**src/rtl/serial_addsub_pkg.sv**
```systemverilog
// rtl/serial_addsub_pkg.sv - shared FSM state encodings and op codes for serial_addsub
package serial_addsub_pkg;

    typedef enum logic [1:0] {
        ST_IDLE = 2'd0,
        ST_RUN  = 2'd1,
        ST_DONE = 2'd2
    } state_t;

    localparam logic OP_ADD = 1'b0;
    localparam logic OP_SUB = 1'b1;

endpackage

```
**src/rtl/serial_addsub_addchunk.sv**
```systemverilog
// rtl/serial_addsub_addchunk.sv - CHUNK-bit ripple-carry slice built from adder1bit
//
// adder1bit: a, b, cin -> sum, cout (single full adder)
// addchunk : a[CHUNK], b[CHUNK], cin -> sum[CHUNK], cout (carry out of top bit),
//            c_msb (carry into top bit, used for signed overflow)

module adder1bit (
    input  logic a,
    input  logic b,
    input  logic cin,
    output logic sum,
    output logic cout
);
    assign sum  = a ^ b ^ cin;
    assign cout = (a & b) | (a & cin) | (b & cin);
endmodule

module addchunk #(
    parameter int CHUNK = 4
) (
    input  logic [CHUNK-1:0] a,
    input  logic [CHUNK-1:0] b,
    input  logic             cin,
    output logic [CHUNK-1:0] sum,
    output logic             cout,
    output logic             c_msb
);
    logic [CHUNK:0] c;

    assign c[0] = cin;

    for (genvar i = 0; i < CHUNK; i++) begin : g_bit
        adder1bit u_fa (
            .a    (a[i]),
            .b    (b[i]),
            .cin  (c[i]),
            .sum  (sum[i]),
            .cout (c[i+1])
        );
    end

    assign cout  = c[CHUNK];
    assign c_msb = c[CHUNK-1];
endmodule

```
**src/rtl/serial_addsub.sv**
```systemverilog
// rtl/serial_addsub.sv - multi-cycle add/subtract processing CHUNK bits per clock
//
// Ports: clk, rst (async, active-high), start, op (0 add / 1 sub), a, b
//        -> busy, done (1-cycle pulse), result, carry (add carry / sub no-borrow),
//           overflow (signed), zero.

module serial_addsub
    import serial_addsub_pkg::*;
#(
    parameter int WIDTH = 16,
    parameter int CHUNK = 4
) (
    input  logic             clk,
    input  logic             rst,
    input  logic             start,
    input  logic             op,
    input  logic [WIDTH-1:0] a,
    input  logic [WIDTH-1:0] b,
    output logic             busy,
    output logic             done,
    output logic [WIDTH-1:0] result,
    output logic             carry,
    output logic             overflow,
    output logic             zero
);
    localparam int NCHUNK = WIDTH / CHUNK;
    localparam int CW     = (NCHUNK > 1) ? $clog2(NCHUNK) : 1;
    localparam logic [CW-1:0] LAST = CW'(NCHUNK - 1);

    state_t           state_q, state_d;
    logic [CW-1:0]    cnt_q, cnt_d;
    logic [WIDTH-1:0] a_q, a_d;
    logic [WIDTH-1:0] b_q, b_d;
    logic             op_q, op_d;
    logic             c_q, c_d;
    logic [WIDTH-1:0] result_q, result_d;
    logic             carry_q, carry_d;
    logic             overflow_q, overflow_d;
    logic             zero_q, zero_d;

    logic [CHUNK-1:0] slice_sum;
    logic             slice_cin;
    logic             slice_cout;
    logic             slice_cmsb;

    // Operands are shifted right each RUN cycle, so the active slice is always the low CHUNK bits.
    // The first slice takes its carry-in from the op bit (the +1 of two's-complement subtraction).
    assign slice_cin = (cnt_q == '0) ? op_q : c_q;

    addchunk #(.CHUNK(CHUNK)) u_addchunk (
        .a     (a_q[CHUNK-1:0]),
        .b     (b_q[CHUNK-1:0]),
        .cin   (slice_cin),
        .sum   (slice_sum),
        .cout  (slice_cout),
        .c_msb (slice_cmsb)
    );

    always_comb begin
        state_d    = state_q;
        cnt_d      = cnt_q;
        a_d        = a_q;
        b_d        = b_q;
        op_d       = op_q;
        c_d        = c_q;
        result_d   = result_q;
        carry_d    = carry_q;
        overflow_d = overflow_q;
        zero_d     = zero_q;

        case (state_q)
            ST_IDLE, ST_DONE: begin
                if (start) begin
                    a_d     = a;
                    b_d     = (op == OP_SUB) ? ~b : b;
                    op_d    = op;
                    c_d     = op;
                    cnt_d   = '0;
                    state_d = ST_RUN;
                end else begin
                    state_d = ST_IDLE;
                end
            end
            ST_RUN: begin
                result_d[cnt_q*CHUNK +: CHUNK] = slice_sum;
                a_d   = a_q >> CHUNK;
                b_d   = b_q >> CHUNK;
                c_d   = slice_cout;
                cnt_d = cnt_q + 1'b1;
                if (cnt_q == LAST) begin
                    state_d    = ST_DONE;
                    carry_d    = slice_cout;
                    overflow_d = slice_cmsb ^ slice_cout;
                    zero_d     = (result_d == '0);
                end
            end
            default: state_d = ST_IDLE;
        endcase
    end

    always_ff @(posedge clk or posedge rst) begin
        if (rst) begin
            state_q    <= ST_IDLE;
            cnt_q      <= '0;
            a_q        <= '0;
            b_q        <= '0;
            op_q       <= 1'b0;
            c_q        <= 1'b0;
            result_q   <= '0;
            carry_q    <= 1'b0;
            overflow_q <= 1'b0;
            zero_q     <= 1'b0;
        end else begin
            state_q    <= state_d;
            cnt_q      <= cnt_d;
            a_q        <= a_d;
            b_q        <= b_d;
            op_q       <= op_d;
            c_q        <= c_d;
            result_q   <= result_d;
            carry_q    <= carry_d;
            overflow_q <= overflow_d;
            zero_q     <= zero_d;
        end
    end

    assign busy     = (state_q == ST_RUN);
    assign done     = (state_q == ST_DONE);
    assign result   = result_q;
    assign carry    = carry_q;
    assign overflow = overflow_q;
    assign zero     = zero_q;

endmodule

```
**config.mk**
```make
export PLATFORM = sky130hd
export DESIGN_NAME = serial_addsub
export DESIGN_NICKNAME = d
export VERILOG_FILES = /design/src/rtl/serial_addsub_pkg.sv /design/src/rtl/serial_addsub_addchunk.sv /design/src/rtl/serial_addsub.sv
export SDC_FILE = /design/constraint.sdc
export NUM_CORES = 1
export LEC_CHECK = 0
export BUFFER_PORTS_ARGS = -buffer_cell sky130_fd_sc_hd__buf_2
export CORE_MARGIN = 3
export CORE_UTILIZATION = 48
export DETAILED_ROUTE_END_ITERATION = 12
export PLACE_DENSITY = 0.86
export SETUP_SLACK_MARGIN = 0.4
export SYNTH_ARGS = -nofsm -noshare
export SYNTH_HDL_FRONTEND = slang
export SYNTH_SLANG_ARGS = --single-unit
```
**constraint.sdc**
```tcl
create_clock -name clk -period 3.2 [get_ports clk]
set_input_delay 0.32 -clock clk [delete_from_list [all_inputs] [get_ports clk]]
set_output_delay 0.32 -clock clk [all_outputs]
set_load 0.01 [all_outputs]
```
==> out/metrics.csv, run 1 <==
stage,metric,value,unit
clocking,cts_hold_buf,0,
yosys,ys_ff_latch,57,
route,wl,5.94,mm
yosys,ys_warn_count,0,
clocking,cts_buffer_depth,2,
setup_path,timing.setup.critical_path_class,reg2reg,
yosys,synth_edf_count,0,
power,power_leakage,1.66,nW
sta,fmax,322,MHz
sta,finalSetupViolations,0,
place,place_congestion,0.889,
route,drtAntennaViolNets,0,
yosys,synth.area.top_cells,"dfrtp_1 (53%), nand2_1 (6.8%), a221o_1 (5.9%)",
cells_and_area,finalCoreUtilization,64.1,%
cells_and_area,fin_area,3400,sq um
sta,rsz0062_at_grt,true,
global_routing,grt-ovfl-total,0,
clocking,clock_latency,0.33,ns
floorplan,dieWidth,81.2,um
route,vias,2199,
floorplan,die_area,6600,sq um
sta,worst_pin_slew,0.775,ns
clocking,clk_pin_slew,0.06,ns
job,maxCapViolations,0,
yosys,synth_area,2720,sq um
setup_path,rr_endpoint,zero,
setup_path,arrival,3.38,ns
clocking,tritoncts,built,
clocking,clock_sinks,57,
power,finalPower,0.00370,W
global_routing,grt_max_degree,38,
yosys,synth_top_cell_by_area,dfrtp_1,
cells_and_area,drive_above_1_share,30.5,%
yosys,ys_types,36,
place,dpl.hpwl,4.23,mm
yosys,syn_nets,309,
sta,fin_worst_skew,0.00603,ns
cells_and_area,syn2layout_area_growth,25.2,%
yosys,syn_inst,263,
worst_hold_path,min_path_type,in2async,
yosys,ys_seq_area_share,52.5,%
setup_path,timing.critical_path.fanout_max,2,
floorplan,num_rows,26,
clocking,cts_root_buffer,clkbuf_8,
cells_and_area,final_cell_mix,"dfrtp_1 (56), buf_2 (56), nand2_1 (49), o21ai_0 (18), xnor2_1 (17)",
setup_path,cp-end-kind,register,
global_routing,track_usage,20.1,%
sta,hold_viol,0,
sta,finalCritPeriodShare,97.2,%
sta,setup_ws,0.0901,ns
setup_path,r2r-start,cnt_q[0],
global_routing,grt_pass1_vias,2083,
yosys,avgSynthCellArea,10.3,sq um
floorplan,core,5300,sq um
place,io_buffers,56,
sta,whs,0.124,ns
global_routing,antenna_found_initial,0,
yosys,synth_top_area_share,52.5,%
status,run_status,completed,
route,drt-initial-drc-count,120,
sta,period_minus_slack,3.11,ns
global_routing,grt_pass1_wl,9.98,mm
floorplan,start_util,51.2,%
clocking,htreeDepth,3,
route,dr.pass1.iters,4,
route,drc_errors,0,
cells_and_area,diodes,0,
cells_and_area,nets,379,
clocking,cts_buffers,9,
floorplan,die_h,81.2,um
floorplan,top_level_ports,57,
place,dpl-instance-area,3100,sq um
route,wire_per_inst,14.6,um
setup_path,r2r_cells,11,
sta,relSlewSlack,48.2,%
route,viasPerCell,5.39,
setup_path,reg2reg_slack,0.09,ns
setup_path,cp.required,3.47,ns
power,power_density,1090,nW/um^2
yosys,synthArstFlopShare,100,%
place,pre_cts_ws,-0.0476,ns
setup_path,setup.worst_path.start_class,register,
power,peakVddDrop,0.673,mV
yosys,synth_ff_type,dfrtp_1,
sta,drv_slew,0,
[sequential cells by signal (all words and copies together) (netlist names)]
| name | count |
|---|---|
| a_q | 16 |
| b_q | 16 |
| c_q | 1 |
| carry | 1 |
| cnt_q | 2 |
| op_q | 1 |
| overflow | 1 |
| result | 16 |
| state_q | 2 |
| zero | 1 |
[power breakdown]
part	switching, W	leakage (nW)	internal, W
registers	0.000171	0.740	0.00101
clock network	0.000281	0.115	0.000478
logic	0.000969	0.805	0.000785
[metal layers]
| metal | wire length, um | part of all wire (%) | GRT usage, % | vias up |
|---|---|---|---|---|
| met5 | 0 | 0 | 0 | - |
| met4 | 75 | 1.3 | 6.76 | 0 |
| met3 | 412 | 6.9 | 6.10 | 10 |
| met2 | 2890 | 49 | 31.5 | 78 |
| met1 | 2570 | 43 | 26.7 | 1053 |
| li1 | - | - | - | 1058 |
[how the worst max path moves through the flow]
stage,endpoint,slack [ns],from
2_1_floorplan,zero,-0.006,cnt_q[0]
3_3_place_gp,zero,0.04,cnt_q[1]
3_5_place_dp,zero,-0.05,cnt_q[1]
4_1_cts,zero,0.09,cnt_q[0]
5_1_grt,zero,-0.05,cnt_q[0]
6_report,zero,0.09,cnt_q[0]
[logic make-up after synthesis]
group	share of synthesized area, %
AND/OR/NAND/NOR	14.9
AO/OA/AOI/OAI	16.5
flip-flops	52.5
buffers and inverters	4.56
XOR/XNOR	5.48
adder cells (fa/ha/maj)	5.71
multiplexers	0.369
[stage by stage]
stage | TNS (ns) | std cells
floorplan | -0.00634 | 263
CTS | 0 | 406
global route | -0.0540 | 408
finish | 0 | 408
global placement | 0 | 384
detailed placement | -0.0476 | 384
[cell usage after synthesis, types with 3 or more instances]
library cell   n
nor3_1         7
nand3_1        4
nand2_1       49
buf_2          9
a22oi_1        8
inv_1         13
o21ai_0       22
dfrtp_1       57
fa_1           4
nor2_1        15
a22o_1         5
xnor2_1       17
ha_1           6
nand2b_1       3
a221o_1       16
[what timing repair did]
item | CTS | global route
resized for setup | 1 | 6
pin swaps | 9 | 0
endpoints found under the setup margin | 2 | 5
setup buffers | 6 | 2
[cell type report]
| cell class | instances | area [sq um] |
|---|---|---|
| well taps | 70 | 87.6 |
| inverters | 14 | 52.6 |
| flip-flops and latches | 57 | 1430 |
| clock inverters | 5 | 77.6 |
| clock buffers | 11 | 151 |
| repair buffers | 72 | 400 |
| fillers | 447 | 1900 |
| multi-input cells | 179 | 1200 |
[critical path, cell delays in order, from the launching register on]
cell and delay (ns):
dfrtp_2 0.41, inv_2 0.08, ha_4 0.14, mux2i_1 0.09
fa_2 0.37, fa_2 0.36, fa_2 0.36, fa_1 0.51
nand4_1 0.10, and3_1 0.18, nor4_2 0.26, a32o_1 0.18
Note: power is estimated with default switching activity, not from simulation.
==> run 2, diff against run 1 <==
--- a/config.mk
+++ b/config.mk
@@ -9,7 +9,7 @@
 export CORE_MARGIN = 3
 export CORE_UTILIZATION = 48
 export DETAILED_ROUTE_END_ITERATION = 12
-export PLACE_DENSITY = 0.86
+export PLACE_DENSITY = 0.83
 export SETUP_SLACK_MARGIN = 0.4
 export SYNTH_ARGS = -nofsm -noshare
 export SYNTH_HDL_FRONTEND = slang
==> constraint.sdc (replaced) <==
create_clock -name clk -period 3.25 [get_ports clk]
set_input_delay 0.325 -clock clk [delete_from_list [all_inputs] [get_ports clk]]
set_output_delay 0.325 -clock clk [all_outputs]
set_load 0.01 [all_outputs]
==> run 2 against run 1 <==
  * Total power down 7.9%
  * Maximum frequency down 0.60%
  * Global-route usage shrank 0.21 points
  * Die area unchanged
  * Final cell count fell by 1.5%
  * Utilization down 1.6 points
  * Count of clock-buffer cells in the layout rose by 1
  * Critical path depth unchanged
  * Routed wire length down 1.9%
  * Critical endpoint unchanged
==> out/metrics.csv, run 2 (same netlist as run 1, synthesis figures left out) <==
stage,metric,value,unit,change
cells_and_area,nets,374,,-1.3%
global_routing,grt_pass1_vias,2095,,+0.58%
place,dpl.cell_count,381,,-0.78%
setup_path,slowest_delay,0.51,ns,about the same
setup_path,reg2reg_slack,0.12,ns,+0.03 ns
setup_path,cp.required,3.53,ns,+0.06 ns
route,wl,5.83,mm,-1.9%
route,wire_per_inst,14.5,um,-0.42%
clocking,htreeDepth,3,,unchanged
global_routing,track_usage,19.9,%,-0.21 points
power,power_leakage,1.62,nW,-2.6%
setup_path,cp-end-kind,register,,
cells_and_area,drive_above_1_share,29.2,%,-1.3 points
power,power_density,1030,nW/um^2,-5.5%
sta,worst_pin_slew,1.21,ns,+0.437 ns
route,dr.pass1.iters,4,,unchanged
setup_path,path_cells,inv_2 -> ha_4 -> mux2i_2 -> fa_2 -> fa_2 -> fa_2 -> fa_1 -> nand4_1 -> and3_1 -> nor4_2 -> a32o_1,,
setup_path,timing.critical_path.fanout_max,5,,+3
floorplan,core,5300,sq um,unchanged
global_routing,grt.busiest_layer,met2,,
floorplan,die_area,6600,sq um,unchanged
power,peakVddDrop,0.458,mV,-32%
route,vias,2162,,-1.7%
sta,finalSetupViolations,0,,unchanged
setup_path,crit_top_cell,fa_2,,
cells_and_area,nFillCells,452,,+1.1%
clocking,clock_sinks,57,,unchanged
sta,whs,0.115,ns,-0.00899 ns
clocking,cts_buffer_depth,2,,unchanged
power,finalPower,0.00341,W,-7.9%
floorplan,die_h,81.2,um,unchanged
clocking,clock_latency,0.34,ns,about the same
floorplan,dieWidth,81.2,um,unchanged
setup_path,arrival,3.41,ns,+0.03 ns
setup_path,cp_num_buf_inv,1,,unchanged
clocking,cts_root_buffer,clkbuf_8,,
clocking,cts_buffers,9,,unchanged
place,place_congestion,0.798,,-10%
sta,rsz0062_at_grt,true,,
floorplan,start_util,51.2,%,unchanged
sta,relSlewSlack,19.1,%,-29 points
cells_and_area,diodes,0,,unchanged
sta,fmax,320,MHz,-0.60%
sta,fin_worst_skew,0.00735,ns,+0.00132 ns
route,drc_errors,0,,unchanged
sta,period_minus_slack,3.13,ns,+0.0189 ns
global_routing,use_met1,26.9,%,+0.21 points
sta,hold_viol,0,,unchanged
global_routing,grt-ovfl-total,0,,unchanged
setup_path,setup.worst_path.start_class,register,,
cells_and_area,syn2layout_area_growth,22.0,%,
job,maxCapViolations,0,,unchanged
global_routing,grt_pass1_wl,9.80,mm,-1.8%
global_routing,grtUsageMet3,5.88,%,-0.22 points
route,drt-initial-drc-count,74,,-38%
worst_hold_path,min_path_type,in2async,,
route,drtAntennaViolNets,0,,unchanged
place,io_buffers,56,,unchanged
route,viasPerCell,5.38,,-0.22%
global_routing,antenna_found_initial,0,,unchanged
clocking,clk_pin_slew,0.06,ns,about the same
sta,finalCritPeriodShare,96.3,%,-0.91 points
setup_path,timing.setup.critical_path_class,reg2reg,,
status,run_status,completed,,
cells_and_area,final_cell_mix,"dfrtp_1 (56), buf_2 (56), nand2_1 (49), o21ai_0 (18), xnor2_1 (17)",,
setup_path,cp_top_family,adder cells,,
clocking,cts_hold_buf,0,,unchanged
clocking,tritoncts,built,,
cells_and_area,finalCoreUtilization,62.5,%,-1.6 points
floorplan,top_level_ports,57,,unchanged
cells_and_area,final_cells,402,,-1.5%
global_routing,gr-usage-met2,29.1,%,-2.5 points
setup_path,slowest_stage,fa_1,,
place,dpl.hpwl,3.99,mm,-5.8%
floorplan,num_rows,26,,unchanged
sta,drv_slew,0,,unchanged
global_routing,grt_max_degree,42,,+11%
-- run 2: worst reg2reg max path, cell delays in order (launching register included) --
cell	delay [ns]
dfrtp_2	0.37
inv_2	0.05
ha_4	0.17
mux2i_2	0.15
fa_2	0.34
fa_2	0.36
fa_2	0.36
fa_1	0.51
nand4_1	0.10
and3_1	0.17
nor4_2	0.29
a32o_1	0.19
-- run 2: power by group --
group / switching (W) / total, W / internal, W
logic: 0.000930 / 0.00164 / 0.000713
clock network: 0.000267 / 0.000597 / 0.000330
registers: 0.000168 / 0.00117 / 0.000999
-- run 2: layout make-up --
cell class	count	area (sq um)	area share (%)
clock buffers	12	165	4.99
clock inverters	3	15.0	0.453
inverters	14	52.6	1.59
multi-input cells	179	1200	36.3
flip-flops and latches	57	1430	43.1
well taps	70	87.6	2.64
repair buffers	67	363	11.0
-- run 2: path summary, 6_finish.rpt --
path	startpoint	end	cells past startpoint
setup / recovery	cnt_q[0]	zero	11
min in group clk	a[10]	a_q[10]	3
setup reg to reg	cnt_q[0]	zero	11
hold / removal	rst	result[8]	2
hold reg to reg	a_q[10]	a_q[10]	2
max in group asynchronous	rst	a_q[6]	3
-- run 2: per-stage QoR --
stage	setup WS (ns)	TNS [ns]	instance area, sq um
finish	0.121	0	3310
global route	0.00282	0	3310
CTS	0.138	0	3280
detailed placement	-0.0176	-0.0176	3070
global placement	0.103	0	3070
floorplan	0.0437	0	2740
-- run 2: timing repair --
item                                   4_1_cts  5_1_grt
endpoints found under the hold margin        0        0
setup endpoints to repair                    1        5
setup buffers                                3        3
pin swaps                                    7        0
gates resized for setup                      1        6
cloned                                       0        0
-- run 2: metal layers --
metal / wire, um / share of wire [%]
met1: 2690 / 46
met2: 2640 / 45
met3: 366 / 6.3
met4: 125 / 2.1
met5: 0 / 0
